[config.mk]
export PLATFORM = sky130hd
export DESIGN_NAME = ahb_bus_arbiter
export DESIGN_NICKNAME = d
export VERILOG_FILES = /design/src/rtl/ahb_bus_arbiter.sv
export SDC_FILE = /design/constraint.sdc
export NUM_CORES = 1
export LEC_CHECK = 0
export CAP_MARGIN = 10
export CORE_UTILIZATION = 40
export CTS_BUF_LIST = sky130_fd_sc_hd__clkbuf_4 sky130_fd_sc_hd__clkbuf_8
export CTS_CLUSTER_DIAMETER = 60
export DETAILED_ROUTE_END_ITERATION = 6
export PLACE_DENSITY_LB_ADDON = 0.08
export SLEW_MARGIN = 5
export SYNTH_ARGS = -nofsm -noshare
export SYNTH_HDL_FRONTEND = slang
export SYNTH_SLANG_ARGS = --single-unit
[constraint.sdc]
create_clock -name HCLK -period 2.9 [get_ports HCLK]
set_clock_uncertainty 0.1 [all_clocks]
set_input_delay 0.29 -clock HCLK [delete_from_list [all_inputs] [get_ports HCLK]]
set_output_delay 0.29 -clock HCLK [all_outputs]
set_load 0.01 [all_outputs]
[src/rtl/ahb_bus_arbiter.sv]
// Round-robin AHB-Lite arbiter sharing one slave port between NUM_MASTERS requesters.
// Supports locked sequences and a per-owner beat quota that forces re-arbitration.
module ahb_bus_arbiter #(
  parameter int NUM_MASTERS = 3,
  parameter int MAX_HOLD    = 8,
  parameter int DEF_MASTER  = 0,
  localparam int MW = (NUM_MASTERS > 1) ? $clog2(NUM_MASTERS) : 1
) (
  input  logic                   HCLK,
  input  logic                   HRESET,
  input  logic [NUM_MASTERS-1:0] HBUSREQ,
  input  logic [NUM_MASTERS-1:0] HLOCK,
  input  logic [1:0]             HTRANS,
  input  logic                   HREADY,
  output logic [NUM_MASTERS-1:0] HGRANT,
  output logic [MW-1:0]          HMASTER,
  output logic [MW-1:0]          HMASTER_D,
  output logic                   HMASTLOCK,
  output logic [1:0]             dbg_state
);

  localparam int CW = $clog2(MAX_HOLD + 1);
  localparam logic [CW-1:0] HOLD_MAX = CW'(MAX_HOLD);
  localparam logic [MW-1:0] DEF_IDX  = MW'(DEF_MASTER);

  typedef enum logic [1:0] {PARK = 2'd0, OWNED = 2'd1, LOCKED = 2'd2} state_e;

  state_e                  state, state_n;
  logic [CW-1:0]           hold_cnt, cnt_n, cnt_inc;
  logic [MW-1:0]           rr_ptr, rr_n, master_n, win_idx, cand;
  logic [NUM_MASTERS-1:0]  grant_n;
  logic                    lock_n, win_found, arb, beat;

  assign dbg_state = state;
  assign beat      = HTRANS[1];

  // First requester after rr_ptr, wrapping so rr_ptr itself is checked last.
  always_comb begin
    win_found = 1'b0;
    win_idx   = DEF_IDX;
    cand      = '0;
    for (int k = 1; k <= NUM_MASTERS; k++) begin
      cand = MW'((int'(rr_ptr) + k) % NUM_MASTERS);
      if (!win_found && HBUSREQ[cand]) begin
        win_found = 1'b1;
        win_idx   = cand;
      end
    end
  end

  always_comb begin
    state_n  = state;
    cnt_n    = hold_cnt;
    rr_n     = rr_ptr;
    master_n = HMASTER;
    arb      = 1'b0;
    cnt_inc  = (hold_cnt == HOLD_MAX) ? hold_cnt : hold_cnt + CW'(beat);
    unique case (state)
      PARK:   arb = |HBUSREQ;
      OWNED: begin
        if (!HBUSREQ[HMASTER])   arb = 1'b1;
        else if (HLOCK[HMASTER]) state_n = LOCKED;
        // Quota counts the beat accepted at this edge, so the owner gets exactly MAX_HOLD beats.
        else if (cnt_inc == HOLD_MAX) arb = 1'b1;
        else cnt_n = cnt_inc;
      end
      LOCKED: arb = !HLOCK[HMASTER] && (HTRANS == 2'b00);
      default: arb = 1'b1;
    endcase
    if (arb) begin
      cnt_n = '0;
      if (win_found) begin
        master_n = win_idx;
        rr_n     = win_idx;
        state_n  = (HLOCK[win_idx] && HBUSREQ[win_idx]) ? LOCKED : OWNED;
      end else begin
        master_n = DEF_IDX;
        state_n  = PARK;
      end
    end
    grant_n           = '0;
    grant_n[master_n] = 1'b1;
    lock_n            = HLOCK[master_n] & HBUSREQ[master_n];
  end

  // HREADY low freezes everything so the old owner's data phase completes untouched.
  always_ff @(posedge HCLK) begin
    if (HRESET) begin
      state     <= PARK;
      hold_cnt  <= '0;
      rr_ptr    <= DEF_IDX;
      HGRANT    <= NUM_MASTERS'(1) << DEF_MASTER;
      HMASTER   <= DEF_IDX;
      HMASTER_D <= DEF_IDX;
      HMASTLOCK <= 1'b0;
    end else if (HREADY) begin
      state     <= state_n;
      hold_cnt  <= cnt_n;
      rr_ptr    <= rr_n;
      HGRANT    <= grant_n;
      HMASTER   <= master_n;
      HMASTER_D <= HMASTER;
      HMASTLOCK <= lock_n;
    end
  end

endmodule

==> metrics.log <==
INFO  metric placed_cell_area = ~1400 um^2
INFO  metric multi_input_gate_area = ~710 um^2
INFO  metric worst_slew_margin_rel = 51.93%
INFO  metric ys_warn_count = 0
INFO  metric layout_commonest_cell = clkdlybuf4s50_1
INFO  metric vias_per_cell = 5.448
INFO  metric netlist_instances = 137
INFO  metric io_pins = 21
INFO  metric grt_overflow = 0
INFO  metric grt_max_degree = 18
INFO  metric vdd_drop_max = a little under 0.3 mV
INFO  metric router_iterations_before_antenna_repair = 4
INFO  metric vert_die_dim = 54.44 um
INFO  metric final_cell_mix = clkdlybuf4s50_1, dfxtp_1, nor2_1
INFO  metric min_delay_worst_type = flop to flop
INFO  metric initial_core_util = about 43%
INFO  metric insertion_delay = roughly 0.29 ns
INFO  metric crit_top_cell = ha_1
INFO  metric final_cell_area = about 1400 um^2
INFO  metric crit_path_top_delay_cell = or4b_1
INFO  metric setup-violations-final = 0
INFO  metric critical_path.cell_chain = clkdlybuf4s50_1 -> ha_1 -> ha_1 -> or4b_1 -> o21ai_1 -> o21bai_4 -> a211oi_2 -> mux2i_1 -> a32oi_1 -> o22ai_1
INFO  metric crit_start = HTRANS[1]
INFO  metric cts.repair_timing.setup_buffer_count = 0
INFO  metric post_route_cells_drive_above_1_share = 13.58%
INFO  metric number_of_flops_mapped_to_enable_cells_by_yosys = 0
INFO  metric die_w = 54.44 um
INFO  metric worst_ep_required_time = between 3 and 4 ns
INFO  metric globalRouteTotalUtil = between 20% and 30%
INFO  metric globalplace.congestion = 0.7966
INFO  metric postSynthRegisterBits = 16
INFO  metric cts-root-buf = clkbuf_4
INFO  metric diodes = 0
INFO  metric cts.sinks = 16
INFO  metric holdWs = around 0.39 ns
INFO  metric routed_wirelength = around 2.7 mm
INFO  metric async_reset_ff_share = 0%
INFO  metric cts_bufs_inserted = 3
INFO  metric hpwl = a little over 2 mm
INFO  metric drc = 0
INFO  metric max_cap_viol_count = 0
INFO  metric r2r_start = hold_cnt[0]$_SDFFE_PP0P_
INFO  metric crit_path_end_kind = flop
INFO  metric antenna_found_initial = 0
INFO  metric register_area = 320.3 um^2
INFO  metric slowest_delay = roughly 0.47 ns
INFO  metric avgRoutedWirePerCell = 13.83 um
INFO  metric fp-row-count = 18
INFO  metric detail-route-antenna-nets = 0
INFO  metric grt_pass1_wl = about 4.2 mm
INFO  metric dominantRegCellSynth = dfxtp_1
INFO  metric finalCoreUtilization = 55.16%
INFO  metric layout_worst_path_cycle_share = between 90% and 100%
INFO  metric vias_in_the_first_global_route = around 920
INFO  metric cts.clk_slew.worst_paths = 0.10 ns
INFO  metric syn2layout_area_growth = 27.65%
INFO  metric timing_worst_setup_path_type = input pin to flop
INFO  metric critPathLaunchType = input pin
INFO  metric synthesis.area = approximately 1100 um^2
INFO  metric final.fill_count = about 250
INFO  metric via_count = about 1000
INFO  metric cts_tree = built
INFO  metric outcome = completed
INFO  metric tightestPinTransition = slightly above 0.7 ns
INFO  metric syn_nets = roughly 150
INFO  metric min-delay-start = hold_cnt[0]$_SDFFE_PP0P_
INFO  metric timing.critical_path.fanout_max = 4
INFO  metric pwr_density_cell = around 470 nW/um^2
INFO  metric clock_tree.htree_level_count = 1
INFO  metric cts_max_path_buffers = 2
INFO  metric dieArea = just under 3000 um^2
INFO  metric post-route-min-period = about 2.7 ns
INFO  metric finalNetCount = between 150 and 200
INFO  metric numPortBuffers = 20
INFO  metric ctsHoldBuffers = 0
INFO  metric finalHoldViolations = 0
INFO  metric finalMaxSlewViolations = 0
INFO  metric post_cts_resized = 0
INFO  metric drt-initial-drc-count = 28
INFO  metric post_synth_num_cell_types = 50
INFO  metric core_region_area = between 2000 and 3000 um^2
INFO  metric sequential_area_share_after_synthesis = about 29%
INFO  metric synthesis.area_per_instance = between 8 and 9 um^2
INFO  metric total_leakage_power = around 0.53 nW
INFO  metric rsz_0062_raised_after_global_routing = no
INFO  metric cp_data_arrival_time = 2.82 ns
INFO  metric max_clock_freq = roughly 0.37 GHz
==> cells in the mapped netlist, types with 3 or more instances <==
cell type	n	share of area, %
or3_1	3	1.7
nand2_1	13	4.4
clkbuf_1	3	1.0
nor3_1	3	1.4
a21oi_1	12	5.5
a211oi_1	3	2.0
nor2_1	14	4.8
inv_1	9	3.1
ha_1	4	4.6
dfxtp_1	16	29
nand3_1	5	2.3
mux2i_1	5	4.6
==> per-stage QoR <==
step	total power, mW	cells	worst slack (ns)	TNS, ns
floorplan	0.4153	137	0.4266	0
global placement	0.5108	188	-0.02538	-0.02538
detailed placement	0.5147	188	-0.09906	-0.4529
CTS	0.6681	192	0.2194	0
global route	0.7078	192	0.07804	0
finish	0.6608	192	0.1957	0
==> worst max-delay path: cells and delay by family <==
kind	cells	cell delay, ns
AO/OA/AOI/OAI	5	0.74
adder cells (fa/ha/maj)	2	0.52
AND/OR/NAND/NOR	1	0.47
buffers and inverters	1	0.44
multiplexers	1	0.35
==> state kept, by name, indices dropped and copies added (netlist names) <==
| signal | flops |
|---|---|
| dbg_state | 2 |
| hold_cnt | 4 |
| rr_ptr | 2 |
| HMASTER_D | 2 |
| HGRANT | 3 |
| HMASTLOCK | 1 |
| HMASTER | 2 |
==> power by group <==
part | internal [mW] | leakage (nW) | switching [mW]
logic | 0.130 | 0.383 | 0.122
clock network | 0.0766 | 0.0210 | 0.0747
registers | 0.238 | 0.131 | 0.0196
==> routing by layer <==
layer,share of wire (%),vias to the layer above,global-route usage (%)
met5,0,-,0
met2,45,19,33.94
met1,49,470,26.04
met4,1.9,0,10.26
met3,4.0,4,3.611
li1,-,553,-
==> kinds of logic after synthesis <==
logic type	after synthesis	share of synthesized area (%)
muxes	6	5.916
and+or+nand+nor	53	24.46
AOI/OAI and AO/OA	42	29.35
adders and majority gates	4	4.551
buffers and inverters	16	6.598
DFF	16	29.12
==> path summary, 6_finish.rpt <==
check,to,slack (ns),depth (start not counted)
worst min register to register,hold_cnt[0]$_SDFFE_PP0P_,0.39,2
worst max register to register,HMASTLOCK$_SDFFE_PP0P_,0.32,9
worst min-delay path,hold_cnt[0]$_SDFFE_PP0P_,0.39,2
worst max-delay path,HMASTLOCK$_SDFFE_PP0P_,0.20,10
==> final cells by class <==
type	instances	share of cell area, %
Inverter	10	2.674
Clock buffer	4	2.585
Timing Repair Buffer	27	18.89
Sequential cell	16	22.82
Tap cell	30	2.674
Multi-Input combinational cell	105	50.36
Power figures use the tool's default switching activity.
==> RTL change 1 (config.mk and constraints unchanged) <==
Register the output `dbg_state` once more, without a reset; this adds one clock of latency there. The other outputs are not delayed to match.
--- a/src/rtl/ahb_bus_arbiter.sv
+++ b/src/rtl/ahb_bus_arbiter.sv
@@ -32,5 +32,7 @@
   logic                    lock_n, win_found, arb, beat;
 
-  assign dbg_state = state;
+  always_ff @(posedge HCLK) begin
+    dbg_state <= state;
+  end
   assign beat      = HTRANS[1];
 
Check against the original RTL: not equivalent (Yosys sat finds a counterexample within 4 cycles, from zero or initial values and one cycle with HRESET high).
==> RTL change 1 against the original RTL <==
- synthesized area increased by 7.2%
- total power grew 4.8%
- worst setup slack better by 0.17 ns
- wire length decreased by 8.6%
- sequential cell count rose by 2
- critical path depth did not move
- cell area rose by 2.8%
- highest routed layer unchanged
- die area up 6.9%
==> RTL change 1: results (changes against the original RTL) <==
[route]
met3WireLength_um = 114  ; was 107 um
met1Wirelength_um = 1122  ; was 1306 um
postRouteWirelength_um = 2428  ; was 2656 um
dr.first_iter.drc_count = 29  ; was 28
viasPerCell = 5.473  ; was 5.448
route.met2.wl_um = 1154  ; was 1191 um

[global_route]
grt_pass1_wl_um = 4133  ; was 4243 um
grt_usage_pct = 16.76  ; was 20.77%
grt_max_degree = 17  ; was 18
use_met2_pct = 27.55  ; was 33.94%
use_met1_pct = 21.33  ; was 26.04%

[power_and_ir_drop]
peakVddDrop_mv = 0.3684  ; was 0.2884 mV
p_leak_nw = 0.5438  ; was 0.5346 nW
combPwrFrac_pct = 36.0  ; was 38.1%
internal_power_mw = 0.4707  ; was 0.4445 mW
p_seq_share_pct = 41.6  ; was 39.0%

[critical_path]
critPathMaxFanout = 11  ; was 4
slowest_delay_ns = 0.49  ; was 0.47 ns
path_delay_family = simple AND/OR/NAND/NOR gates  ; was compound AO/OA/AOI/OAI gates
arrival_ns = 2.60  ; was 2.82 ns

[synthesis]
syn_area_per_cell_sq_um = 8.997  ; was 8.028 sq um
syn_nets = 146  ; was 152
synth.distinct_cells = 47  ; was 50
yosysSeqAreaShare_pct = 30.57  ; was 29.12%
synth_commonest_cells = nor2_1 (20), dfxtp_1 (18), mux2i_1 (10)  ; was dfxtp_1 (16), nor2_1 (14), nand2_1 (13)
synth.area.top_cells = dfxtp_1 (31%), mux2i_1 (8.5%), nor2_1 (6.4%)  ; was dfxtp_1 (29%), a21oi_1 (5.5%), nor2_1 (4.8%)

[run_status]
status = completed  ; unchanged

[timing]
slew_headroom_pct = 57.51  ; was 51.93%

[cells_and_area]
layout-drive-gt1-share_pct = 15.89  ; was 13.58%

[place]
hpwl_um = 1841  ; was 2062 um

## RTL change 1: cell count changes after synthesis, moves of 3 or more
cell,change
nand2_1,-7
nor2_1,+6
mux2i_1,+5
a21oi_1,-4
nand3_1,-4
inv_1,-3
## RTL change 1: final timing paths
check | startpoint | end | slack, ns | cells after the start
max | HTRANS[1] | HMASTLOCK | 0.36 | 10
min | state[1] | dbg_state[1] | 0.31 | 0
max reg2reg | hold_cnt[0] | HMASTLOCK | 0.46 | 9
min reg2reg | state[1] | dbg_state[1] | 0.31 | 0
## RTL change 1: metrics by stage
step | hold WS (ns) | instance area (sq um) | total power [mW]
global route | 0.3240 | 1443 | 0.7335
CTS | 0.3094 | 1436 | 0.6991
finish | 0.3088 | 1443 | 0.6926
floorplan | 0.2767 | 1179 | 0.4727
global placement | 0.2869 | 1400 | 0.5374
detailed placement | 0.2956 | 1400 | 0.5416
## RTL change 1: timing repair
item | 4_1_cts | 5_1_grt
setup buffers | 0 | 0
endpoints found under the setup margin | 0 | 2
gates resized for setup | 0 | 1
## RTL change 1: area by class of cell
cell class,count,area [sq um]
sequential,18,360.3
fill,269,1339
tap,31,38.79
multi-input combinational,99,754.5
timing repair buffer,24,230.2
inverter,6,22.52
clock buffer,4,36.28
## RTL change 1: cells by family (layout without fill, tap and decap cells)
group | count (synthesis) | count (layout) | synth area share, %
fa+ha+maj | 4 | 4 | 4.246
mux | 13 | 13 | 12.00
flops | 18 | 18 | 30.57
simple gates | 47 | 47 | 24.73
xor+xnor | 2 | 2 | 1.486
compound gates | 33 | 33 | 21.02
buf+inv | 14 | 34 | 5.944
==> RTL change 2 (config.mk and constraints unchanged) <==
Without the edit above. `NUM_MASTERS`: 3 -> 2.
--- a/src/rtl/ahb_bus_arbiter.sv
+++ b/src/rtl/ahb_bus_arbiter.sv
@@ -2,5 +2,5 @@
 // Supports locked sequences and a per-owner beat quota that forces re-arbitration.
 module ahb_bus_arbiter #(
-  parameter int NUM_MASTERS = 3,
+  parameter int NUM_MASTERS = 2,
   parameter int MAX_HOLD    = 8,
   parameter int DEF_MASTER  = 0,
Interface: changed (5 resized); port bits go from 21 to 16. No check against the original RTL was run, so the function may have changed too.
==> RTL change 2 against the original RTL <==
- the flow now finishes with violations (DRC)
- wire length shrank 44%
- synthesized cell count fell by 44%
- cell area decreased by 37%
- final cell count is 43% lower
- total power decreased by 40%
- sequential cell count fell by 5
- synthesized area down 37%
- worst setup slack better by 0.40 ns
- combinational power shrank 58%
- largest cell class unchanged
- highest routed layer unchanged
==> RTL change 2: results (changes against the original RTL) <==
[place]
placed_cells = 106  ; was 188
dp_slack_ns = 0.2820  ; was -0.09906 ns
gp_congestion = 0.7603  ; was 0.7966
placed_cell_area_sq_um = 848.3  ; was 0.001368 sq mm
portBuffers = 15  ; was 20
hpwl_um = 1055  ; was 2062 um

[power_and_ir_drop]
peakVddDrop_mv = 0.3046  ; was 0.2884 mV
p_leak_nw = 0.3090  ; was 0.5346 nW

[global_route]
grt_max_degree = 12  ; was 18
use_met2_pct = 27.88  ; was 33.94%
use_met1_pct = 26.61  ; was 26.04%
grt_pass1_vias = 599  ; was 924
grt_usage_pct = 19.10  ; was 20.77%
grt_pass1_wl_um = 2656  ; was 4243 um
grtUsageMet3_pct = 2.917  ; was 3.611%

[route]
wl_per_cell_um = 13.42  ; was 13.83 um
met3WireLength_um = 89  ; was 107 um
met1Wirelength_um = 714  ; was 1306 um
viasPerCell = 5.827  ; was 5.448
drc = 2  ; was 0
route.met2.wl_um = 638  ; was 1191 um
dr.pass1.iters = 6  ; was 4
dr.first_iter.drc_count = 20  ; was 28
num_vias = 641  ; was 1046

[cells_and_area]
fillers = 148  ; was 246
layout-drive-gt1-share_pct = 11.70  ; was 13.58%

[min_path]
hp-start = rr_ptr  ; was hold_cnt[0]

[synthesis]
synth.distinct_cells = 34  ; was 50
syn_area_per_cell_sq_um = 8.953  ; was 8.028 sq um
synth_commonest_cells = dfxtp_1 (11), nor2_1 (9), a21oi_1 (6), nand2_1 (6)  ; was dfxtp_1 (16), nor2_1 (14), nand2_1 (13)
synth.area.top_cells = dfxtp_1 (32%), mux2i_1 (5.8%), a311oi_1 (5.1%)  ; was dfxtp_1 (29%), a21oi_1 (5.5%), nor2_1 (4.8%)
yosysSeqAreaShare_pct = 31.94  ; was 29.12%
ys_async_sr_fraction_pct = 0  ; unchanged
syn_nets = 88  ; was 152

[clock_network]
insertion_delay_ns = 0.28
cts_resized = 0  ; unchanged
ctsLongestPathBuffers = 2  ; unchanged
clkSlewWorstSetupHoldPaths_ns = 0.07  ; was 0.10 ns
cts-htree-levels = 1  ; unchanged
root_buffer = clkbuf_4  ; unchanged

[critical_path]
arrival_ns = 2.38  ; was 2.82 ns
worstSetupStartpoint = HTRANS[1]  ; unchanged
rr_startpoint = hold_cnt[0]  ; unchanged
critPathMaxFanout = 3  ; was 4

[run_status]
violations = DRC
status = finished, violations left  ; was completed

[timing]
tightest_slew_ns = 0.4671  ; was 0.7098 ns

==> RTL change 2: changes by cell type after synthesis, sizes merged, moves of 5 or more <==
cell,unedited run,this run
a21oi,12,7
dfxtp,16,11
inv,10,0
nand2,13,6
nor2,16,9
o21ai,5,0
==> RTL change 2: worst paths after layout <==
check	to	depth (start not counted)	slack [ns]
setup / recovery	HGRANT[0]	9	0.59
hold / removal	rr_ptr	1	0.38
setup reg to reg	HGRANT[0]	8	0.73
hold reg to reg	rr_ptr	1	0.38
==> RTL change 2: cell type report <==
cell class / instances / area (sq um) / area share (%)
multi-input cells: 64 / 457.9 / 52.14
clock buffers: 4 / 30.03 / 3.419
flip-flops and latches: 11 / 220.2 / 25.07
repair buffers: 15 / 150.1 / 17.09
well taps: 16 / 20.02 / 2.279
==> RTL change 2: worst max-delay path, stage by stage <==
cell,delay [ns]
clkdlybuf4s50_1,0.44
ha_1,0.24
ha_1,0.31
nor3_1,0.05
a31oi_1,0.28
nand3_1,0.15
a21bo_1,0.20
and2_4,0.15
a211o_1,0.27
==> RTL change 2: logic make-up (layout without fill, tap and decap cells) <==
logic type | Yosys count | in the layout | synth area share (%)
simple gates | 31 | 31 | 26.32
compound gates | 25 | 25 | 28.13
flops | 11 | 11 | 31.94
mux | 4 | 4 | 5.808
fa+ha+maj | 2 | 2 | 3.629
xor+xnor | 2 | 2 | 2.541
buf+inv | 2 | 19 | 1.633
==> RTL change 2: report_power, final <==
part | switching, mW | internal (mW) | leakage [nW]
combinational | 0.0493 | 0.0581 | 0.201
sequential | 0.00894 | 0.160 | 0.0898
clock | 0.0571 | 0.0628 | 0.0184
total | 0.115 | 0.281 | 0.309
